==> src/rtl/ram_arb_pkg.sv <==
// Shared types for the single-port data RAM arbiter.
// The optional lock feature in the top is enabled by defining RAM_ARB_LOCK_EN.
package ram_arb_pkg;

    typedef enum logic [1:0] {
        IDLE   = 2'd0,
        ACCESS = 2'd1,
        DONE   = 2'd2
    } state_t;

    typedef enum logic {
        OWN_CORE = 1'b0,
        OWN_EXT  = 1'b1
    } owner_t;

    // Wait counter width; WAIT_STATES is limited to 1..15.
    localparam int CNT_W = 4;

endpackage

==> src/rtl/ram_arb_rr.sv <==
// Two-way round-robin picker: a lone requester wins outright; on a tie the
// requester that did not own the RAM last time wins.
module ram_arb_rr
    import ram_arb_pkg::*;
(
    input  logic [1:0] req,
    input  owner_t     last_owner,
    output owner_t     gnt_owner,
    output logic       gnt_vld
);

    always_comb begin
        gnt_vld   = |req;
        gnt_owner = OWN_CORE;
        case (req)
            2'b10:   gnt_owner = OWN_EXT;
            2'b11:   gnt_owner = (last_owner == OWN_CORE) ? OWN_EXT : OWN_CORE;
            default: gnt_owner = OWN_CORE;
        endcase
    end

endmodule

==> src/rtl/ram_arbiter.sv <==
// Arbitrates the single-port data RAM between the core and an external port.
// Define RAM_ARB_LOCK_EN to add c_lock, which holds the RAM for the core across accesses.
module ram_arbiter
    import ram_arb_pkg::*;
#(
    parameter int ADDR_W      = 8,
    parameter int DATA_W      = 8,
    parameter int WAIT_STATES = 1
) (
    input  logic              clk,
    input  logic              rst,
    input  logic              c_req,
    input  logic              c_wr,
    input  logic [ADDR_W-1:0] c_addr,
    input  logic [DATA_W-1:0] c_wdata,
`ifdef RAM_ARB_LOCK_EN
    input  logic              c_lock,
`endif
    output logic              c_gnt,
    output logic              c_done,
    output logic [DATA_W-1:0] c_rdata,
    input  logic              e_req,
    input  logic              e_wr,
    input  logic [ADDR_W-1:0] e_addr,
    input  logic [DATA_W-1:0] e_wdata,
    output logic              e_gnt,
    output logic              e_done,
    output logic [DATA_W-1:0] e_rdata,
    output logic              ram_cs,
    output logic              ram_rd,
    output logic              ram_wr,
    output logic [ADDR_W-1:0] ram_addr,
    output logic [DATA_W-1:0] ram_wdata,
    input  logic [DATA_W-1:0] ram_rdata,
    output logic              busy
);

    state_t            state;
    owner_t            owner_q;
    owner_t            last_owner;
    logic              wr_q;
    logic [CNT_W-1:0]  cnt;
    logic [1:0]        arb_req;
    owner_t            pick_owner;
    logic              pick_vld;
    logic              sel_wr;
    logic [ADDR_W-1:0] sel_addr;
    logic [DATA_W-1:0] sel_wdata;

`ifdef RAM_ARB_LOCK_EN
    logic lock_q;
    // A locked core keeps the external side out of arbitration entirely.
    assign arb_req = {e_req & ~lock_q, c_req};
`else
    assign arb_req = {e_req, c_req};
`endif

    ram_arb_rr u_rr (
        .req        (arb_req),
        .last_owner (last_owner),
        .gnt_owner  (pick_owner),
        .gnt_vld    (pick_vld)
    );

    assign sel_wr    = (pick_owner == OWN_CORE) ? c_wr    : e_wr;
    assign sel_addr  = (pick_owner == OWN_CORE) ? c_addr  : e_addr;
    assign sel_wdata = (pick_owner == OWN_CORE) ? c_wdata : e_wdata;

    // The ram_addr/ram_wdata registers double as the latched operands.
    always_ff @(posedge clk) begin
        if (rst) begin
            state      <= IDLE;
            owner_q    <= OWN_CORE;
            last_owner <= OWN_EXT;
            wr_q       <= 1'b0;
            cnt        <= '0;
            c_gnt      <= 1'b0;
            c_done     <= 1'b0;
            c_rdata    <= '0;
            e_gnt      <= 1'b0;
            e_done     <= 1'b0;
            e_rdata    <= '0;
            ram_cs     <= 1'b0;
            ram_rd     <= 1'b0;
            ram_wr     <= 1'b0;
            ram_addr   <= '0;
            ram_wdata  <= '0;
            busy       <= 1'b0;
`ifdef RAM_ARB_LOCK_EN
            lock_q     <= 1'b0;
`endif
        end else begin
            c_gnt  <= 1'b0;
            e_gnt  <= 1'b0;
            c_done <= 1'b0;
            e_done <= 1'b0;
            case (state)
                IDLE: begin
                    if (pick_vld) begin
                        state     <= ACCESS;
                        owner_q   <= pick_owner;
                        wr_q      <= sel_wr;
                        cnt       <= CNT_W'(WAIT_STATES - 1);
                        c_gnt     <= (pick_owner == OWN_CORE);
                        e_gnt     <= (pick_owner == OWN_EXT);
                        ram_cs    <= 1'b1;
                        ram_rd    <= ~sel_wr;
                        ram_wr    <= sel_wr;
                        ram_addr  <= sel_addr;
                        ram_wdata <= sel_wdata;
                        busy      <= 1'b1;
                    end
                end
                ACCESS: begin
                    if (cnt == '0) begin
                        state     <= DONE;
                        ram_cs    <= 1'b0;
                        ram_rd    <= 1'b0;
                        ram_wr    <= 1'b0;
                        ram_addr  <= '0;
                        ram_wdata <= '0;
                        last_owner <= owner_q;
                        if (owner_q == OWN_CORE) begin
                            c_done <= 1'b1;
                            if (!wr_q) c_rdata <= ram_rdata;
`ifdef RAM_ARB_LOCK_EN
                            lock_q <= c_lock;
`endif
                        end else begin
                            e_done <= 1'b1;
                            if (!wr_q) e_rdata <= ram_rdata;
                        end
                    end else begin
                        cnt <= cnt - CNT_W'(1);
                    end
                end
                DONE: begin
                    // Turnaround cycle: strobes already low, done pulse visible.
                    state <= IDLE;
                    busy  <= 1'b0;
                end
                default: begin
                    state <= IDLE;
                    busy  <= 1'b0;
                end
            endcase
        end
    end

endmodule
==> config.mk <==
export PLATFORM = sky130hd
export DESIGN_NAME = ram_arbiter
export DESIGN_NICKNAME = d
export VERILOG_FILES = /design/src/rtl/ram_arb_pkg.sv /design/src/rtl/ram_arb_rr.sv /design/src/rtl/ram_arbiter.sv
export SDC_FILE = /design/constraint.sdc
export NUM_CORES = 1
export LEC_CHECK = 0
export CAP_MARGIN = 40
export CELL_PAD_IN_SITES_DETAIL_PLACEMENT = 1
export CELL_PAD_IN_SITES_GLOBAL_PLACEMENT = 2
export CORE_MARGIN = 2
export CORE_UTILIZATION = 26
export DETAILED_ROUTE_END_ITERATION = 6
export GPL_TIMING_DRIVEN = 1
export PLACE_DENSITY_LB_ADDON = 0.1
export SETUP_SLACK_MARGIN = 0.05
export SLEW_MARGIN = 10
export SYNTH_ARGS = -nofsm -noshare
export SYNTH_HDL_FRONTEND = slang
export SYNTH_SLANG_ARGS = --single-unit
==> constraint.sdc <==
create_clock -name clk -period 4.05 [get_ports clk]
set_clock_uncertainty 0.05 [all_clocks]
set_input_delay 0.81 -clock clk [delete_from_list [all_inputs] [get_ports clk]]
set_output_delay 0.81 -clock clk [all_outputs]
set_load 0.005 [all_outputs]
Yosys cells after proc, flatten, opt, wreduce, memory -nomap -nowiden
Cells that the tools add are included.
{"block": "word_totals", "regBits": 49, "output_inout_bits": 40, "wordCells": 72}
{"block": "classes", "addsub": 1, "n_mux": 26, "reduce_logical": 14, "eq_ne": 6, "bitwise": 8}
{"operator": "$mux W8", "n": 5}
{"operator": "$pmux W8 S2", "n": 2}
{"operator": "$pmux W1 S2", "n": 5}
{"operator": "$mux W1", "n": 8}
{"operator": "$mux W4", "n": 2}
{"operator": "$not A1 Y1", "n": 8}
{"operator": "$pmux W4 S2", "n": 1}
{"operator": "$reduce_and A2 Y1", "n": 4}
{"operator": "$reduce_and A4 Y1", "n": 2}
{"operator": "$ne A2 B2 Y1 const B", "n": 3}
{"operator": "$reduce_and A3 Y1", "n": 2}
{"operator": "$reduce_or A3 Y1", "n": 2}
{"operator": "$eq A2 B2 Y1 const B", "n": 2}
{"operator": "$logic_not A4 Y1", "n": 1}
{"operator": "$mux W2", "n": 2}
{"operator": "$pmux W2 S2", "n": 1}
{"operator": "$sub A4 B1 Y4 const B", "n": 1}
{"operator": "$eq A2 B1 Y1 const B", "n": 1}
{"operator": "$logic_not A2 Y1", "n": 1}
{"operator": "$reduce_bool A2 Y1", "n": 1}
{"operator": "$reduce_or A2 Y1", "n": 1}

Longest topological paths before layout
{"block": "logic_depth", "ltp_word": 6, "ltp_mapped": 7, "mapped_depth_nobuf": 6}

By module
Synthesis repeated with hierarchy kept, for this count alone.
{"block": "hier_totals", "cells_unflattened": 220, "area_unflattened_um2": 2114.5}
{"mod": "ram_arbiter", "instances": 1, "area_each_um2": 2100.8, "seq_area_each_um2": 980.9, "cells_each": 218}
{"mod": "ram_arb_rr", "instances": 1, "area_each_um2": 13.8, "seq_area_each_um2": 0.0, "cells_each": 2}

Worst setup path before layout
No wires, ideal clock.
{"block": "synth_path", "kind": "input to register", "start": "input rst", "end": "register ram_addr[0]", "arrival_time_ns": 1.678, "path_stages": 5, "setup_time_ns": 0.070, "slack_ns": 2.252, "path_buffers": 3, "cell_sequence": "buf_2 > or3_1 > buf_1 > buf_2 > o2bb2ai_1"}
{"element": "from (decl)", "line": "ram_arbiter.sv:11", "text": "input logic rst,"}
{"element": "to (signal assigned)", "line": "ram_arbiter.sv:109", "text": "ram_addr <= sel_addr;"}
{"element": "to (decl)", "line": "ram_arbiter.sv:32", "text": "output logic [ADDR_W-1:0] ram_addr,"}

Worst setup path in the final report
{"block": "layout_path", "start": "input e_req", "end": "register ram_wdata[2]"}
{"block": "layout_between", "elab_chain_len": 5}
{"element": "from (decl)", "line": "ram_arbiter.sv:22", "text": "input logic e_req,"}
{"element": "$eq A2 B2 Y1", "line": "ram_arb_rr.sv:15", "text": "case (req)"}
{"element": "$pmux W1 S2", "line": "ram_arb_rr.sv:15"}
{"element": "$mux W8", "line": "ram_arbiter.sv:67", "text": "assign sel_wdata = (pick_owner == OWN_CORE) ? c_wdata : e_wdata;"}
{"element": "$mux W8", "line": "ram_arbiter.sv:99", "text": "if (pick_vld) begin"}
{"element": "$pmux W8 S2", "line": "ram_arbiter.sv:97", "text": "case (state)"}
{"element": "to (signal assigned)", "line": "ram_arbiter.sv:110", "text": "ram_wdata <= sel_wdata;"}
{"element": "to (decl)", "line": "ram_arbiter.sv:33", "text": "output logic [DATA_W-1:0] ram_wdata,"}
Several ways; a longest one is shown, not always the timed one. The select of a mux whose other input is x is not followed.
A chain may end at the register's enable or synchronous reset.

==> impl_results.rst <==
.. list-table::
   :header-rows: 1

   * - Metric
     - Value
   * - Max_slew headroom
     - 48.6%
   * - # clock sinks
     - 49
   * - Number of H-tree levels
     - 2
   * - Required time reported for the critical path endpoint
     - 4230 ps
   * - Status
     - finished clean
   * - Post-CTS Hold Buffers
     - 0
   * - Buffer depth of the longest clock path
     - 2
   * - Clock tree from TritonCTS
     - yes
   * - Clock input transition at the sequential cells of the worst setup and hold paths
     - 90 ps
   * - Highest clock rate
     - 0.440 GHz
   * - Core ar.
     - 0.00721 mm²
   * - Critical R2R Launch
     - state[0]
   * - Cell accounting for the most synthesized area
     - sky130_fd_sc_hd__dfxtp_1
   * - Capture instance of the worst register-to-register path
     - e_rdata[3]
   * - Endpoint type of the worst setup path
     - register
   * - # IOs
     - 86
   * - Register-to-register setup slack
     - 1930 ps
   * - Die Outline Area
     - 0.00812 mm²
   * - Switching Share
     - 24.5%
   * - Data arrival time at the worst-slack endpoint
     - 2450 ps
   * - Port bufs
     - 85
   * - Internal power summed over all cells
     - 837 µW
   * - Multi-input gate area
     - 855 µm²
   * - Setup TNS
     - 0 ps
   * - CP endpoint
     - ram_wdata[2]
   * - Buffer count from post-CTS setup fixing
     - 0
   * - Fin util
     - 41.0%
   * - Initial antenna violation count
     - 0
   * - Later-pin clock latency in the skew report
     - 300 ps
   * - Filler cell count in the final layout
     - 823
   * - Unique masters post-synth
     - 34
   * - Worst min-delay path class
     - register to register
   * - Top FF cell, synth
     - sky130_fd_sc_hd__dfxtp_1
   * - Power per Cell Area
     - 375 mW/mm²
   * - Worst vdd ir
     - 0.000135 V
   * - Power dissipated by switching net loads
     - 271 µW
   * - Tmin final
     - 2270 ps
   * - RSZ-0062 raised after global routing
     - false
   * - Sequential cell area fraction in the yosys report
     - 50.9%
   * - EDFF count, synth
     - 0
   * - Yosys Warn Count
     - 0
   * - Main area contributors after synthesis
     - sky130_fd_sc_hd__dfxtp_1, sky130_fd_sc_hd__mux2i_1, sky130_fd_sc_hd__o2bb2ai_1
   * - # DRC
     - 0
   * - First-pass GRT wire length
     - 8800 µm
   * - Final-report max-slew violation count
     - 0
   * - Worst Setup Path Type
     - input port to register
   * - Number of synthesized register bits
     - 49
   * - Number of vias in the routed layout
     - 1656
   * - Final-stage net count
     - 312
   * - Actual slew at the worst max-slew pin
     - 767 ps
   * - Starting utilization of the core area
     - 26.7%
   * - Sequential cell area in the final layout
     - 981 µm²
   * - Post-synth net total
     - 231
   * - Number of buffers created by CTS
     - 5
   * - Share of Yosys cell area claimed by the top area cell type
     - 50.9%
   * - Gr usage total
     - 13.4%
   * - X dimension of the die
     - 90.1 µm
   * - Number of standard cells in the layout, taps in and fillers out
     - 364
   * - Syn_area_per_cell
     - 10.5 µm²
   * - Number of failing setup endpoints in the final timing report
     - 0
   * - Portion of the clock cycle consumed by the worst path in the final layout
     - 56.1%
   * - Vert. Die Dim
     - 90.1 µm
   * - Largest driver fanout on the critical path
     - 16
   * - Clk pwr share
     - 33.4%
   * - Final hold violation count
     - 0
   * - Number of global-route vias before repair
     - 1690
   * - Category of the worst setup path launch point
     - input port
   * - Area of the mapped netlist
     - 0.00193 mm²
   * - Count of TritonRoute iterations in the first routing pass
     - 3
   * - FF-to-FF path depth
     - 4
   * - Relative contribution of combinational cells to total power
     - 18.5%
   * - Number of nets with antenna violations after routing
     - 0
   * - Cts repair resizes
     - 0
   * - Startpoint of the most critical setup path
     - e_req
   * - Share of layout cells above drive strength 1
     - 6.79%
   * - Max-cap violations
     - 0
   * - # rows
     - 31
   * - Portion of total power attributed to sequential cells
     - 48.0%
   * - Antenna diode count
     - 0
   * - Number of standard cells after synthesis
     - 183
   * - Clk root buf
     - sky130_fd_sc_hd__clkbuf_8
   * - Final weighted congestion of routability-driven global placement
     - 0.654
   * - Overflow left after global routing
     - 0
   * - Detail-routed net length per standard cell
     - 14.6 µm
   * - DR iter-0 viols
     - 36
   * - Leakage
     - 0.00117 µW
   * - Largest net degree at the start of global routing
     - 31
   * - Average vias per placed instance
     - 4.55
   * - Final hold slack
     - 417 ps
   * - Area growth from synthesis to layout
     - 53.3%
   * - HPWL after detailed placement
     - 3790 µm
   * - Instance count after placement with tap cells included
     - 356
   * - Aggregate routed wire length
     - 5320 µm
   * - Async set-or-reset flop fraction in the synthesized netlist
     - 0%
synthesized netlist by cell type (2+ instances only):
cell type and n:
sky130_fd_sc_hd__dfxtp_1 49, sky130_fd_sc_hd__nor3_1 5, sky130_fd_sc_hd__a21boi_2 2, sky130_fd_sc_hd__and3_1 2, sky130_fd_sc_hd__mux2i_1 17, sky130_fd_sc_hd__nor3b_4 2
sky130_fd_sc_hd__buf_2 5, sky130_fd_sc_hd__xor2_1 2, sky130_fd_sc_hd__nand3_1 4, sky130_fd_sc_hd__ha_1 2, sky130_fd_sc_hd__nand2_1 4, sky130_fd_sc_hd__nor2_1 23
sky130_fd_sc_hd__buf_6 3, sky130_fd_sc_hd__inv_1 3, sky130_fd_sc_hd__nand2b_1 2, sky130_fd_sc_hd__clkbuf_1 3, sky130_fd_sc_hd__o21ba_2 2, sky130_fd_sc_hd__o2bb2ai_1 16
sky130_fd_sc_hd__a21oi_1 7, sky130_fd_sc_hd__a22oi_1 16
stage by stage:
| step | setup WS [ps] | power [µW] | cell area (µm²) |
|---|---|---|---|
| detailed placement | 1420 | 753 | 2840 |
| global placement | 1490 | 753 | 2840 |
| floorplan | 2250 | 634 | 1930 |
| global route | 1620 | 1160 | 2960 |
| CTS | 1730 | 1130 | 2960 |
| finish | 1780 | 1110 | 2960 |
critical path: stages:
cell                              delay, ps
sky130_fd_sc_hd__clkdlybuf4s50_1        480
sky130_fd_sc_hd__o21a_1                 350
sky130_fd_sc_hd__nor3b_4                620
sky130_fd_sc_hd__o2bb2ai_1              180
sequential cells by signal, summed over array words and instances, names as in the netlist:
register    count
e_rdata         8
cnt             4
ram_addr        8
ram_wdata       8
c_rdata         8
c_done          1
e_gnt           1
c_gnt           1
ram_cs          1
busy            1
ram_wr          1
ram_rd          1
wr_q            1
owner_q         1
e_done          1
last_owner      1
state           2
cell type report:
type                            instances  share of cell area, %
Clock buffer                            6                   2.79
Clock inverter                          2                   1.27
Inverter                                3                  0.381
Multi-Input combinational cell        118                   28.9
Sequential cell                        49                   33.2
Tap cell                               99                   4.19
Timing Repair Buffer                   87                   29.3
worst min path at each step:
stage	startpoint	depth (start not counted)	to
floorplan	ram_addr[0]	1	ram_addr[0]
global placement	ram_addr[2]	1	ram_addr[2]
detailed placement	ram_wdata[5]	1	ram_wdata[5]
CTS	ram_wdata[5]	1	ram_wdata[5]
global route	ram_wdata[0]	1	ram_wdata[0]
finish	ram_wdata[5]	1	ram_wdata[5]
power by group through the flow:
stage               registers (µW)  clock network [µW]  logic, µW
finish                         532                 370        205
global route                   537                 402        225
CTS                            533                 382        210
detailed placement             544                   0        210
global placement               545                   0        209
floorplan                      544                   0       90.2
kinds of logic after synthesis:
group                    count (synthesis)  share of synthesized area, %
adder cells (fa/ha/maj)                  2                          1.30
AO/OA/AOI/OAI                           47                          19.1
multiplexers                            17                          8.83
flip-flops                              49                          50.9
XOR/XNOR                                 2                         0.909
AND/OR/NAND/NOR                         50                          14.2
buffers and inverters                   16                          4.80
metal layers:
metal	wire length (µm)	track usage, %
met1	2530	17.3
met2	2420	21.2
met3	329	4.53
met4	49	3.85
met5	0	0
cells in the final DEF, fill, tap and decap left out, drive strengths merged, types with 3 or more instances in the layout:
| cell type | netlist | final |
|---|---|---|
| o2bb2ai | 16 | 16 |
| a21oi | 7 | 7 |
| a22oi | 16 | 16 |
| nor3b | 3 | 3 |
| nor2 | 23 | 23 |
| clkbuf | 3 | 6 |
| mux2i | 17 | 17 |
| inv | 3 | 3 |
| nand2 | 5 | 5 |
| dfxtp | 49 | 49 |
| clkdlybuf4s50 | 0 | 85 |
| nand3 | 5 | 5 |
| nor3 | 5 | 5 |
(Power assumes the default switching activity.)
